## config.mk

```make
export PLATFORM = sky130hd
export DESIGN_NAME = pc_sequencer_flat
export DESIGN_NICKNAME = d
export VERILOG_FILES = /design/src/rtl/pc_sequencer_if.sv /design/src/rtl/pc_sequencer.sv /design/src/flat_wrapper.sv
export SDC_FILE = /design/constraint.sdc
export NUM_CORES = 1
export LEC_CHECK = 0
export CORE_MARGIN = 8
export CORE_UTILIZATION = 51
export CTS_CLUSTER_DIAMETER = 40
export DETAILED_ROUTE_END_ITERATION = 6
export PLACE_DENSITY = 0.85
export SLEW_MARGIN = 20
export SYNTH_ARGS = -nofsm -noshare
export SYNTH_HDL_FRONTEND = slang
export SYNTH_SLANG_ARGS = --single-unit
```

## constraint.sdc

```tcl
create_clock -name clock -period 3.3 [get_ports clock]
set_input_delay 0.825 -clock clock [delete_from_list [all_inputs] [get_ports clock]]
set_output_delay 0.825 -clock clock [all_outputs]
set_load 0.03 [all_outputs]
```

## src/rtl/pc_sequencer_if.sv

```systemverilog
// Control-unit <-> PC sequencer bundle: fetch requests in, program-counter state out.
interface pc_sequencer_if #(
  parameter int unsigned ADDR_WIDTH = 11
);
  logic                  Halt;
  logic                  Resume;
  logic                  Stall;
  logic                  MuxBranch;
  logic                  JumpContext;
  logic                  ReturnContext;
  logic [31:0]           Imediato;
  logic [ADDR_WIDTH-1:0] PCAtual;
  logic [ADDR_WIDTH-1:0] Base;
  logic [ADDR_WIDTH-1:0] SavedPC;
  logic                  Flush;
  logic [1:0]            Estado;

  modport master (
    output Halt, Resume, Stall, MuxBranch, JumpContext, ReturnContext, Imediato,
    input  PCAtual, Base, SavedPC, Flush, Estado
  );

  modport slave (
    input  Halt, Resume, Stall, MuxBranch, JumpContext, ReturnContext, Imediato,
    output PCAtual, Base, SavedPC, Flush, Estado
  );
endinterface

```

## src/rtl/pc_sequencer.sv

```systemverilog
// Program-counter sequencer: resolves next fetch address, context base/return PC,
// post-switch flush window and halt/resume.
module pc_sequencer #(
  parameter int unsigned ADDR_WIDTH   = 11,
  parameter int unsigned RESET_ADDR   = 0,
  parameter int unsigned FLUSH_CYCLES = 2
) (
  input logic            clock,
  input logic            reset,
  pc_sequencer_if.slave  bus
);

  localparam int unsigned CNT_W = 3;

  typedef enum logic [1:0] {
    RUN     = 2'd0,
    FLUSH   = 2'd1,
    HALTED  = 2'd2,
    ILLEGAL = 2'd3
  } state_t;

  state_t                state_q, state_d;
  logic [ADDR_WIDTH-1:0] pc_q, pc_d;
  logic [ADDR_WIDTH-1:0] base_q, base_d;
  logic [ADDR_WIDTH-1:0] saved_q, saved_d;
  logic [CNT_W-1:0]      cnt_q, cnt_d;
  logic                  flush_q, flush_d;
  logic [ADDR_WIDTH-1:0] imm;
  logic                  unused_imm_high;

  // Only the low address bits of the immediate carry a target or base.
  assign imm             = bus.Imediato[ADDR_WIDTH-1:0];
  assign unused_imm_high = ^bus.Imediato[31:ADDR_WIDTH];

  always_ff @(posedge clock) begin
    if (reset) begin
      state_q <= RUN;
      pc_q    <= ADDR_WIDTH'(RESET_ADDR);
      base_q  <= '0;
      saved_q <= '0;
      cnt_q   <= '0;
      flush_q <= 1'b0;
    end else begin
      state_q <= state_d;
      pc_q    <= pc_d;
      base_q  <= base_d;
      saved_q <= saved_d;
      cnt_q   <= cnt_d;
      flush_q <= flush_d;
    end
  end

  always_comb begin
    state_d = state_q;
    pc_d    = pc_q;
    base_d  = base_q;
    saved_d = saved_q;
    cnt_d   = cnt_q;
    case (state_q)
      RUN: begin
        if (bus.Halt) begin
          state_d = HALTED;
        end else if (bus.JumpContext) begin
          saved_d = pc_q + ADDR_WIDTH'(1);
          base_d  = imm;
          pc_d    = imm;
          cnt_d   = CNT_W'(FLUSH_CYCLES);
          state_d = FLUSH;
        end else if (bus.ReturnContext) begin
          pc_d    = saved_q;
          base_d  = '0;
          cnt_d   = CNT_W'(FLUSH_CYCLES);
          state_d = FLUSH;
        end else if (bus.MuxBranch) begin
          pc_d = imm + base_q;
        end else if (!bus.Stall) begin
          pc_d = pc_q + ADDR_WIDTH'(1);
        end
      end
      FLUSH: begin
        // Leave on the edge where the last flush cycle ends; a zero count cannot trap us here.
        if (cnt_q <= CNT_W'(1)) begin
          cnt_d   = '0;
          state_d = RUN;
        end else begin
          cnt_d = cnt_q - CNT_W'(1);
        end
      end
      HALTED: begin
        if (bus.Resume) begin
          pc_d    = pc_q + ADDR_WIDTH'(1);
          state_d = RUN;
        end
      end
      default: begin
        state_d = RUN;
      end
    endcase
    flush_d = (state_d == FLUSH);
  end

  assign bus.PCAtual = pc_q;
  assign bus.Base    = base_q;
  assign bus.SavedPC = saved_q;
  assign bus.Flush   = flush_q;
  assign bus.Estado  = 2'(state_q);

endmodule

```

## src/flat_wrapper.sv

```systemverilog
// flat-port wrapper written by rule: the top's interface ports become plain ports
module pc_sequencer_flat 
#(
  parameter int unsigned ADDR_WIDTH   = 11,
  parameter int unsigned RESET_ADDR   = 0,
  parameter int unsigned FLUSH_CYCLES = 2
)
  (clock, reset, bus_Halt, bus_Resume, bus_Stall, bus_MuxBranch, bus_JumpContext, bus_ReturnContext, bus_Imediato, bus_PCAtual, bus_Base, bus_SavedPC, bus_Flush, bus_Estado);
  pc_sequencer_if #(.ADDR_WIDTH(ADDR_WIDTH)) bus_i ();
  input logic clock;
  input logic reset;
  input wire logic [$bits(bus_i.Halt)-1:0] bus_Halt;
  input wire logic [$bits(bus_i.Resume)-1:0] bus_Resume;
  input wire logic [$bits(bus_i.Stall)-1:0] bus_Stall;
  input wire logic [$bits(bus_i.MuxBranch)-1:0] bus_MuxBranch;
  input wire logic [$bits(bus_i.JumpContext)-1:0] bus_JumpContext;
  input wire logic [$bits(bus_i.ReturnContext)-1:0] bus_ReturnContext;
  input wire logic [$bits(bus_i.Imediato)-1:0] bus_Imediato;
  output wire logic [$bits(bus_i.PCAtual)-1:0] bus_PCAtual;
  output wire logic [$bits(bus_i.Base)-1:0] bus_Base;
  output wire logic [$bits(bus_i.SavedPC)-1:0] bus_SavedPC;
  output wire logic [$bits(bus_i.Flush)-1:0] bus_Flush;
  output wire logic [$bits(bus_i.Estado)-1:0] bus_Estado;
  assign bus_i.Halt = bus_Halt;
  assign bus_i.Resume = bus_Resume;
  assign bus_i.Stall = bus_Stall;
  assign bus_i.MuxBranch = bus_MuxBranch;
  assign bus_i.JumpContext = bus_JumpContext;
  assign bus_i.ReturnContext = bus_ReturnContext;
  assign bus_i.Imediato = bus_Imediato;
  assign bus_PCAtual = bus_i.PCAtual;
  assign bus_Base = bus_i.Base;
  assign bus_SavedPC = bus_i.SavedPC;
  assign bus_Flush = bus_i.Flush;
  assign bus_Estado = bus_i.Estado;
  pc_sequencer #(.ADDR_WIDTH(ADDR_WIDTH), .RESET_ADDR(RESET_ADDR), .FLUSH_CYCLES(FLUSH_CYCLES)) u_core (.clock(clock), .reset(reset), .bus(bus_i));
endmodule
```

[Word-level counts from Yosys, hierarchy flattened]
Index checks and enable logic that the tools add are counted.
Cells by class
  add/sub/neg operators: 3
  magnitude comparators: 1
  eq/ne operators: 7
  muxes and demuxes: 20
  bitwise gates (word level): 1
  reductions and logical operators: 8
Operators with widths (number)
  two-way mux 11 bit: 8
  case mux 11 bit (2 select lines): 1
  two-way mux 3 bit: 4
  adder 11 x 1 -> 11 bit (second input constant): 1
  adder 11 bit: 1
  two-way mux 2 bit: 5
  AND reduction 3 bit: 3
  case mux 2 bit (3 select lines): 1
  case mux 3 bit (2 select lines): 1
  nonzero test 2 bit: 3
  inequality test 5 bit (second input constant): 1
  == test 2 x 1 -> 1 bit (second input constant): 2
  inequality test 2 bit (second input constant): 2
  AND reduction 4 bit: 1
  less-or-equal comparator 3 x 1 -> 1 bit (second input constant): 1
  inequality test 3 bit (second input constant): 1
  subtractor 3 x 1 -> 3 bit (second input constant): 1
  == test 2 bit (second input constant): 1
  logical NOT 2 bit: 1
  inverter 1 bit: 1
Word-level totals
  register bits after elaboration: 39
  input port bits: 40
  output and inout port bits: 36

[Depth between registers and ports, before layout]
Gate-level depths: netlist of the first run.
  word-level depth: 7
  mapped depth: 9

[Worst setup path before layout of the first run]
Ideal clock, no wire load.
  path kind: input port to flip-flop
  start point: input bus_Imediato[0]
  end point: register u_core.pc_q[6] (netlist: u_core.bus.PCAtual[6])
  setup time: 91 ps
  data arrival time: 2355 ps
  required time: 3209 ps
  slack: 854 ps
  stages on the path: 9
  path buffers: 0
  cells stage by stage: ha_1 > inv_1 > fa_1 > nand2b_1 > a21oi_1 > nand4b_1 > o2111ai_1 > o21ai_0 > a311oi_1
On the way
  cells in the longest elaborated chain, start to end: 6
RTL lines
  start, declared: RTL line flat_wrapper.sv:18  | input wire logic [$bits(bus_i.Imediato)-1:0] bus_Imediato;
  adder 11 bit: RTL line pc_sequencer.sv:75  | pc_d = imm + base_q;
  two-way mux 11 bit: RTL line pc_sequencer.sv:74  | end else if (bus.MuxBranch) begin
  two-way mux 11 bit: RTL line pc_sequencer.sv:69  | end else if (bus.ReturnContext) begin
  two-way mux 11 bit: RTL line pc_sequencer.sv:63  | end else if (bus.JumpContext) begin
  two-way mux 11 bit: RTL line pc_sequencer.sv:61  | if (bus.Halt) begin
  case mux 11 bit (2 select lines): RTL line pc_sequencer.sv:59  | case (state_q)
  end signal, assigned: RTL line pc_sequencer.sv:38  | pc_q <= ADDR_WIDTH'(RESET_ADDR);
  end signal, assigned: RTL line pc_sequencer.sv:45  | pc_q <= pc_d;
  end, declared: RTL line pc_sequencer.sv:23  | logic [ADDR_WIDTH-1:0] pc_q, pc_d;
Every way passes these cells. The select of a mux whose other input is x is not followed.
A chain may end at the register's enable or synchronous reset.

[Worst setup path in the final report of the first run]
Same ends and word-level chain as after synthesis.

==> results of run 1 <==
## critical path, cell delays in order
cell and delay (ns):
clkdlybuf4s50_1 0.42, ha_1 0.22, inv_1 0.07, fa_1 0.20, nand2b_1 0.15, a21oi_1 0.07
buf_4 0.15, or4_1 0.47, o2111ai_1 0.12, o21ai_0 0.15, a311oi_1 0.27
## where the power goes
| part | internal [uW] | switching (uW) | total (uW) |
|---|---|---|---|
| logic | 180 | 246 | 426 |
| registers | 506 | 44.2 | 550 |
| clock network | 245 | 177 | 421 |
| total | 931 | 467 | 1400 |
## per-stage QoR
stage / setup WS [ns] / hold WS [ns] / util
2_1_floorplan: 0.854 / 0.462 / -
3_3_place_gp: 0.161 / 0.472 / 0.642
3_5_place_dp: 0.105 / 0.497 / 0.642
4_1_cts: 0.406 / 0.514 / 0.666
5_1_grt: 0.272 / 0.542 / 0.666
6_report: 0.396 / 0.513 / 0.666
## cell usage after synthesis, types with 2 or more instances
cell       n  area (sq um)
a211oi_1  18           135
a21o_1     5          37.5
a21oi_1   23           115
a221oi_1   5          43.8
a22oi_1   12          90.1
a311oi_1   2          17.5
a31oi_1    5          31.3
a41oi_1    2          17.5
and3_1     5          31.3
buf_2      3          15.0
clkbuf_1  19          71.3
dfxtp_1   39           781
ha_1      13           163
inv_1     10          37.5
mux2i_1    2          20.0
nand2_1   14          52.6
nand2b_1  12          75.1
nand3_1    7          35.0
nand3b_1   2          15.0
nor2_1    50           188
nor2b_1    9          56.3
nor3_1     7          35.0
nor3b_1    5          37.5
nor4b_1    2          17.5
o211ai_1   2          15.0
o21ai_0   24           120
o311ai_0   2          17.5
o31ai_1    5          37.5
or4_1      2          15.0
xnor2_1    8          70.1
xor2_1     5          43.8
## sequential cells by signal (all words and copies together), names as in the netlist
name / count
u_core.bus.Flush: 1
u_core.bus.PCAtual: 11
u_core.bus.SavedPC: 11
u_core.bus.Base: 11
u_core.cnt_q: 3
u_core.bus.Estado: 2
## cells by family (layout without fill, tap and decap cells)
group,count (synthesis),count (layout),share of synthesized area
muxes,2,2,0.00774
AOI/OAI and AO/OA,114,114,0.291
and+or+nand+nor,122,122,0.237
xor gates and xnor gates,13,13,0.0440
DFF,39,39,0.302
buffers and inverters,32,84,0.0479
adders and majority gates,14,14,0.0706
## final cells by class
type	instances	area [sq um]
clock inverters	2	35.0
multi-input cells	265	1680
fillers	464	1670
repair buffers	66	631
clock buffers	6	82.6
well taps	70	87.6
inverters	10	37.5
flip-flops and latches	39	781
## layer usage
layer	vias to the layer above	GRT usage
li1	1334	-
met3	19	0.0396
met5	-	0
met2	127	0.332
met1	1266	0.243
met4	0	0.0813
## final timing paths
path	startpoint	to	slack [ns]	cells past startpoint
worst min-delay path	u_core.cnt_q[2]$_SDFFE_PP0P_	u_core.cnt_q[2]$_SDFFE_PP0P_	0.51	2
worst max-delay path	bus_Imediato[0]	u_core.bus.PCAtual[6]$_SDFFE_PP0P_	0.40	11
worst max register to register	u_core.bus.Base[0]$_SDFFE_PP0P_	u_core.bus.PCAtual[6]$_SDFFE_PP0P_	1.02	10
worst min register to register	u_core.cnt_q[2]$_SDFFE_PP0P_	u_core.cnt_q[2]$_SDFFE_PP0P_	0.51	2
==> impl_metrics.py, run 1 <==
metrics = {
    "run_status": {
        "status": "finished clean",
    },
    "yosys": {
        "synth.distinct_cells": 48,
        "yosysWarnings": 0,
        "ys_seq_elements": 39,
        "synth_edf_count": 0,
        "synth_area_sq_um": 2590,
        "avgSynthCellArea_sq_um": 7.70,
        "ys_seq_area_frac": 0.302,
        "syn-num-nets": 390,
        "synthCells": 336,
        "async_reset_ff_frac": 0,
        "synth_flop_cell": "dfxtp_1",
    },
    "flow_run": {
        "maxCapViolations": 0,
    },
    "worst_setup_path": {
        "cp_max_fo": 5,
        "start_kind": "input pin",
        "required_ns": 3.51,
        "critPathKind": "input pin to flip-flop",
        "worstPathArrival_ns": 3.12,
        "cp-end-kind": "flip-flop",
    },
    "finish": {
        "n_antenna_cell": 0,
        "nets": 441,
        "mostFrequentLayoutCell": "clkdlybuf4s50_1",
        "final_area_sq_um": 3340,
        "drive_above_1_share": 0.0567,
        "final_cells": 458,
        "area_growth_pct": 29.0,
        "final_cell_mix": "clkdlybuf4s50_1 (54), nor2_1 (50), dfxtp_1 (39)",
    },
    "drt": {
        "finalWirelength_microns": 7540,
        "antenna_left": 0,
        "wl_per_cell_microns": 16.5,
        "vias_per_cell": 6.00,
        "drt_iter0_markers": 275,
        "wl_met2_microns": 3500,
        "num_vias": 2746,
        "route.met3.wl_microns": 519,
        "wl_met1_microns": 3320,
        "drc": 0,
        "routed.top_layer": "met4",
        "dr.pass1.iters": 5,
    },
    "clock_network": {
        "hold_buffers": 0,
        "cts_made_buffers": 5,
        "cts_root_buf": "clkbuf_8",
        "cts_sinks": 39,
        "cts_tree": "yes",
        "cts_resized": 0,
        "path_clk_slew_ns": 0.08,
        "post_cts.repair.setup_buffers": 0,
        "clk_latency_ns": 0.30,
        "ctsLongestPathBuffers": 2,
        "htree_levels": 2,
    },
    "placement": {
        "dpl.hpwl_microns": 5680,
        "dp_cells": 450,
        "post_dp_cell_area_sq_um": 3220,
        "place_congestion": 0.848,
        "portBuffers": 54,
    },
    "global_route": {
        "grt_pass1_vias": 2544,
        "antenna_found_initial": 0,
        "grt_usage": 0.199,
        "grt_start_max_net_pins": 27,
        "grt.overflow.total": 0,
        "grt_pass1_wl_microns": 12100,
    },
    "power_and_ir_drop": {
        "power_density_nw_per_um2": 419,
        "vdd_ir_drop_max_mv": 0.189,
        "finalPower_uw": 1400,
        "leakage_uw": 0.00124,
    },
    "die": {
        "io_pins": 76,
        "core_sq_um": 5010,
        "die_area_sq_um": 7610,
        "rows": 26,
        "die_x_microns": 87.2,
        "die_h_microns": 87.2,
        "start_util": 0.516,
    },
    "timing": {
        "fin_crit_sh": 0.880,
        "rsz0062_at_grt": "false",
        "setup_viol": 0,
        "tns_ns": 0,
        "fin_crit_ns": 2.90,
        "relSlewSlack": 0.635,
        "finalMaxSlewViolations": 0,
        "worst_slew_pin_slew_ns": 0.544,
        "fmax_mhz": 344,
        "hold_viol_final": 0,
        "fin_skew_ns": 0.00566,
    },
    "worst_hold_path": {
        "worst_hold_path_type": "flip-flop to flip-flop",
    },
}
Note: power is estimated with default switching activity, not from simulation.
==> run 2: changes to the inputs <==
--- a/config.mk
+++ b/config.mk
@@ -6,10 +6,11 @@
 export NUM_CORES = 1
 export LEC_CHECK = 0
 export CORE_MARGIN = 8
-export CORE_UTILIZATION = 51
+export CORE_UTILIZATION = 53
+export CTS_BUF_LIST = sky130_fd_sc_hd__clkbuf_4
 export CTS_CLUSTER_DIAMETER = 40
 export DETAILED_ROUTE_END_ITERATION = 6
-export PLACE_DENSITY = 0.85
+export PLACE_DENSITY = 0.88
 export SLEW_MARGIN = 20
 export SYNTH_ARGS = -nofsm -noshare
 export SYNTH_HDL_FRONTEND = slang
==> impl_metrics.py, run 2 (synthesis gave the netlist of run 1 again) <==
metrics = {
    "timing": {
        "setup_viol": 0,
        "relSlewSlack": 0.645,
        "finalMaxSlewViolations": 0,
        "rsz0062_at_grt": "false",
        "fin_skew_ns": 0.0127,
        "fin_crit_sh": 0.876,
        "hold_viol_final": 0,
        "tns_ns": 0,
        "worst_slack_ns": 0.410,
        "fin_crit_ns": 2.89,
        "fmax_mhz": 346,
        "worst_slew_pin_slew_ns": 0.528,
    },
    "die": {
        "io_pins": 76,
        "die_h_microns": 85.9,
        "die_x_microns": 85.9,
        "start_util": 0.548,
        "core_sq_um": 4720,
        "rows": 25,
        "die_area_sq_um": 7370,
    },
    "finish": {
        "n_antenna_cell": 0,
        "final_cell_mix": "clkdlybuf4s50_1 (54), nor2_1 (50), dfxtp_1 (39)",
        "final_cells": 455,
        "drive_above_1_share": 0.0567,
        "nets": 441,
        "area_growth_pct": 26.5,
        "mostFrequentLayoutCell": "clkdlybuf4s50_1",
    },
    "global_route": {
        "grt_pass1_wl_microns": 12600,
        "grt.overflow.total": 0,
        "grt_start_max_net_pins": 27,
        "antenna_found_initial": 0,
        "grt_usage": 0.210,
        "grt_pass1_vias": 2613,
    },
    "placement": {
        "dpl.hpwl_microns": 5870,
        "portBuffers": 54,
        "dp_cells": 447,
        "dp_slack_ns": 0.0992,
        "place_congestion": 0.914,
    },
    "clock_network": {
        "htree_levels": 2,
        "path_clk_slew_ns": 0.13,
        "cts_sinks": 39,
        "cts_tree": "yes",
        "ctsLongestPathBuffers": 2,
        "cts_resized": 0,
        "cts_root_buf": "clkbuf_4",
        "hold_buffers": 0,
        "post_cts.repair.setup_buffers": 0,
        "clk_latency_ns": 0.37,
        "cts_made_buffers": 5,
    },
    "worst_setup_path": {
        "regToRegSetupSlack_ns": 0.96,
        "reg2reg_from": "u_core.bus.Base[0]$_SDFFE_PP0P_",
        "startpoint": "bus_Imediato[0]",
        "required_ns": 3.58,
        "cp_slowest_cell": "or4_1",
        "crit_chain": "clkdlybuf4s50_1, ha_1, inv_1, fa_1, nand2b_1, a21oi_1, buf_4, or4_1, o2111ai_1, o21ai_0, a311oi_1",
        "cp_max_fo": 5,
        "crit_family": "buffers and inverters",
        "start_kind": "input pin",
        "critical-path-max-stage-delay_ns": 0.46,
        "path_buf_inv": 3,
        "critPathKind": "input pin to flip-flop",
        "worstPathArrival_ns": 3.17,
        "cp-end-kind": "flip-flop",
    },
    "worst_hold_path": {
        "worst_hold_path_type": "flip-flop to flip-flop",
        "holdCritStartpoint": "u_core.bus.SavedPC[5]$_SDFFE_PP0P_",
    },
    "drt": {
        "drt_iter0_markers": 278,
        "finalWirelength_microns": 7700,
        "antenna_left": 0,
        "drc": 0,
        "dr.pass1.iters": 5,
        "vias_per_cell": 6.10,
        "wl_per_cell_microns": 16.9,
        "num_vias": 2777,
    },
    "power_and_ir_drop": {
        "leakage_uw": 0.00121,
        "vdd_ir_drop_max_mv": 0.259,
        "power_density_nw_per_um2": 379,
    },
    "flow_run": {
        "maxCapViolations": 0,
    },
    "run_status": {
        "status": "finished clean",
    },
}
## run 2: path summary, 6_finish.rpt
kind / endpoint / depth (start not counted)
worst max-delay path: u_core.bus.PCAtual[6]$_SDFFE_PP0P_ / 11
worst min-delay path: u_core.bus.SavedPC[5]$_SDFFE_PP0P_ / 2
worst max register to register: u_core.bus.PCAtual[6]$_SDFFE_PP0P_ / 10
worst min register to register: u_core.bus.SavedPC[5]$_SDFFE_PP0P_ / 2
## run 2: worst reg2reg max path: stages, from the launching register on
cell,delay (ns)
dfxtp_1,0.35
ha_1,0.24
inv_1,0.08
fa_1,0.21
nand2b_1,0.14
a21oi_1,0.07
buf_4,0.15
or4_1,0.46
o2111ai_1,0.13
o21ai_0,0.14
a311oi_1,0.27
## run 2: routing by layer
metal / wire, microns / vias to the layer above / track usage / part of all wire
li1: - / 1339 / - / -
met3: 545 / 18 / 0.0306 / 0.071
met2: 3630 / 125 / 0.352 / 0.47
met4: 159 / 0 / 0.0796 / 0.021
met5: 0 / - / 0 / 0
met1: 3370 / 1295 / 0.264 / 0.44
## run 2: stage by stage
stage	area, sq um	hold slack [ns]	utilization	total power (uW)
after floorplan	2590	0.462	-	821
after global placement	3210	0.480	0.681	971
after detailed placement	3210	0.495	0.681	984
after CTS	3270	0.513	0.693	1240
after global routing	3270	0.557	0.693	1300
final	3270	0.506	0.693	1240
## run 2: area by class of cell
class | count | area [sq um]
multi-input cells | 265 | 1680
flip-flops and latches | 39 | 781
clock inverters | 3 | 20.0
repair buffers | 66 | 631
inverters | 10 | 37.5
fillers | 397 | 1450
clock buffers | 5 | 37.5
well taps | 67 | 83.8
## run 2: report_power, final
group | switching (uW) | total [uW] | internal [uW]
logic | 247 | 427 | 180
clock network | 178 | 259 | 81.4
registers | 45.7 | 552 | 507
total | 471 | 1240 | 768
==> run 3: changes to the inputs <==
--- a/config.mk
+++ b/config.mk
@@ -10,7 +10,7 @@
 export CTS_BUF_LIST = sky130_fd_sc_hd__clkbuf_4
 export CTS_CLUSTER_DIAMETER = 40
 export DETAILED_ROUTE_END_ITERATION = 6
-export PLACE_DENSITY = 0.88
+export PLACE_DENSITY = 0.95
 export SLEW_MARGIN = 20
 export SYNTH_ARGS = -nofsm -noshare
 export SYNTH_HDL_FRONTEND = slang
==> impl_metrics.py, run 3 (synthesis gave the netlist of run 1 again) <==
metrics = {
    "worst_hold_path": {
        "min_to": "u_core.bus.SavedPC[5]$_SDFFE_PP0P_",
        "holdCritStartpoint": "u_core.bus.SavedPC[5]$_SDFFE_PP0P_",
        "worst_hold_path_type": "flip-flop to flip-flop",
        "hold_depth": 2,
    },
    "placement": {
        "dpl.hpwl_microns": 5840,
        "place_congestion": 0.896,
        "dp_slack_ns": 0.0716,
        "portBuffers": 54,
    },
    "worst_setup_path": {
        "startpoint": "bus_Imediato[0]",
        "cp.depth": 11,
        "reg2reg_from": "u_core.bus.Base[0]$_SDFFE_PP0P_",
        "required_ns": 3.58,
        "worstPathArrival_ns": 3.15,
        "cp-end-kind": "flip-flop",
        "start_kind": "input pin",
        "cp_slowest_cell": "or4_1",
        "critPathKind": "input pin to flip-flop",
        "crit_family": "buffers and inverters",
        "regToRegSetupSlack_ns": 1.00,
        "cp_max_fo": 5,
        "reg2reg_depth": 10,
        "rr_endpoint": "u_core.bus.PCAtual[6]$_SDFFE_PP0P_",
        "critical-path-max-stage-delay_ns": 0.46,
        "crit_chain": "clkdlybuf4s50_1, ha_1, inv_1, fa_1, nand2b_1, a21oi_1, buf_4, or4_1, o2111ai_1, o21ai_0, a311oi_1",
        "path_buf_inv": 3,
    },
    "finish": {
        "n_antenna_cell": 0,
        "drive_above_1_share": 0.0543,
        "nFillCells": 372,
        "mostFrequentLayoutCell": "clkdlybuf4s50_1",
        "area_growth_pct": 26.2,
        "final_cell_mix": "clkdlybuf4s50_1 (54), nor2_1 (50), dfxtp_1 (39)",
        "nets": 440,
    },
    "timing": {
        "tns_ns": 0,
        "rsz0062_at_grt": "false",
        "hold_viol_final": 0,
        "worst_slew_pin_slew_ns": 0.497,
        "fin_crit_sh": 0.871,
        "finalMaxSlewViolations": 0,
        "fin_crit_ns": 2.87,
        "fin_skew_ns": 0.00826,
        "setup_viol": 0,
        "worst_slack_ns": 0.427,
        "fmax_mhz": 348,
        "relSlewSlack": 0.665,
    },
    "power_and_ir_drop": {
        "p_seq_frac": 0.443,
        "p_int_uw": 785,
        "vdd_ir_drop_max_mv": 0.228,
        "leakage_uw": 0.00121,
        "clkPwrFrac": 0.214,
        "p_comb_frac": 0.343,
        "power_switching_share": 0.371,
        "switching_power_uw": 464,
        "power_density_nw_per_um2": 383,
    },
    "global_route": {
        "grt_pass1_vias": 2674,
        "grt_pass1_wl_microns": 12800,
        "grt_use_met3": 0.0621,
        "grt_start_max_net_pins": 35,
        "busiest_layer": "met2",
        "grtUsageMet1": 0.261,
        "met2_usage": 0.344,
        "grt_usage": 0.215,
        "grt.overflow.total": 0,
        "antenna_found_initial": 0,
    },
    "clock_network": {
        "hold_buffers": 0,
        "cts_root_buf": "clkbuf_4",
        "cts_made_buffers": 5,
        "htree_levels": 2,
        "cts_tree": "yes",
        "post_cts.repair.setup_buffers": 0,
        "path_clk_slew_ns": 0.12,
        "clk_latency_ns": 0.36,
        "ctsLongestPathBuffers": 2,
        "cts_resized": 0,
        "cts_sinks": 39,
    },
    "drt": {
        "finalWirelength_microns": 7810,
        "antenna_left": 0,
        "num_vias": 2859,
        "wl_per_cell_microns": 17.2,
        "vias_per_cell": 6.30,
        "dr.pass1.iters": 5,
        "drc": 0,
        "drt_iter0_markers": 355,
    },
    "die": {
        "die_area_sq_um": 7370,
        "rows": 25,
        "io_pins": 76,
        "start_util": 0.548,
        "die_x_microns": 85.9,
        "die_h_microns": 85.9,
        "core_sq_um": 4720,
    },
    "flow_run": {
        "maxCapViolations": 0,
    },
    "run_status": {
        "status": "finished clean",
    },
}
## run 3: cell count changes in the layout (fill, tap and decap cells not counted), sizes merged
cell      previous run  this run
clkbuf               5         7
clkinvlp             2         0
buf                 12        11
## run 3: cell type report
class	instances	area [sq um]	area share
clock buffers	7	52.6	0.0161
clock inverters	1	5.00	0.00153
inverters	10	37.5	0.0115
multi-input cells	265	1680	0.515
flip-flops and latches	39	781	0.239
well taps	67	83.8	0.0257
repair buffers	65	623	0.191
## run 3: worst max path at each step
stage	endpoint	slack, ns
3_3_place_gp	u_core.bus.PCAtual[6]$_SDFFE_PP0P_	0.14
3_5_place_dp	u_core.bus.PCAtual[6]$_SDFFE_PP0P_	0.07
4_1_cts	u_core.bus.PCAtual[6]$_SDFFE_PP0P_	0.44
2_1_floorplan	u_core.bus.PCAtual[6]$_SDFFE_PP0P_	0.85
6_report	u_core.bus.PCAtual[6]$_SDFFE_PP0P_	0.43
5_1_grt	u_core.bus.PCAtual[6]$_SDFFE_PP0P_	0.29
## run 3: power by group through the flow
stage,sequential (uW),combinational [uW],clock [uW]
3_5_place_dp,563,421,0
2_1_floorplan,614,207,0
6_report,554,428,267
4_1_cts,552,424,267
5_1_grt,559,464,282
3_3_place_gp,560,408,0
## run 3: routing by layer
metal  wire length [microns]  vias to the layer above  share of wire
met5                       0                        -              0
met4                     214                        0          0.027
met3                     854                       27           0.11
met1                    3250                     1313           0.42
li1                        -                     1335              -
met2                    3500                      184           0.45
## run 3: worst min-delay path, cell delays in order (launching register included)
cell      delay [ns]
dfxtp_1         0.35
nand2b_1        0.07
a21oi_1         0.06
## run 3: through the flow
stage	power, uW	hold slack, ns	instances	utilization	cell area (sq um)
after floorplan	821	0.462	336	-	2590
after global placement	968	0.477	446	0.679	3210
after detailed placement	984	0.493	446	0.679	3210
after CTS	1240	0.511	454	0.691	3260
after global routing	1310	0.548	454	0.691	3260
final	1250	0.514	454	0.691	3260
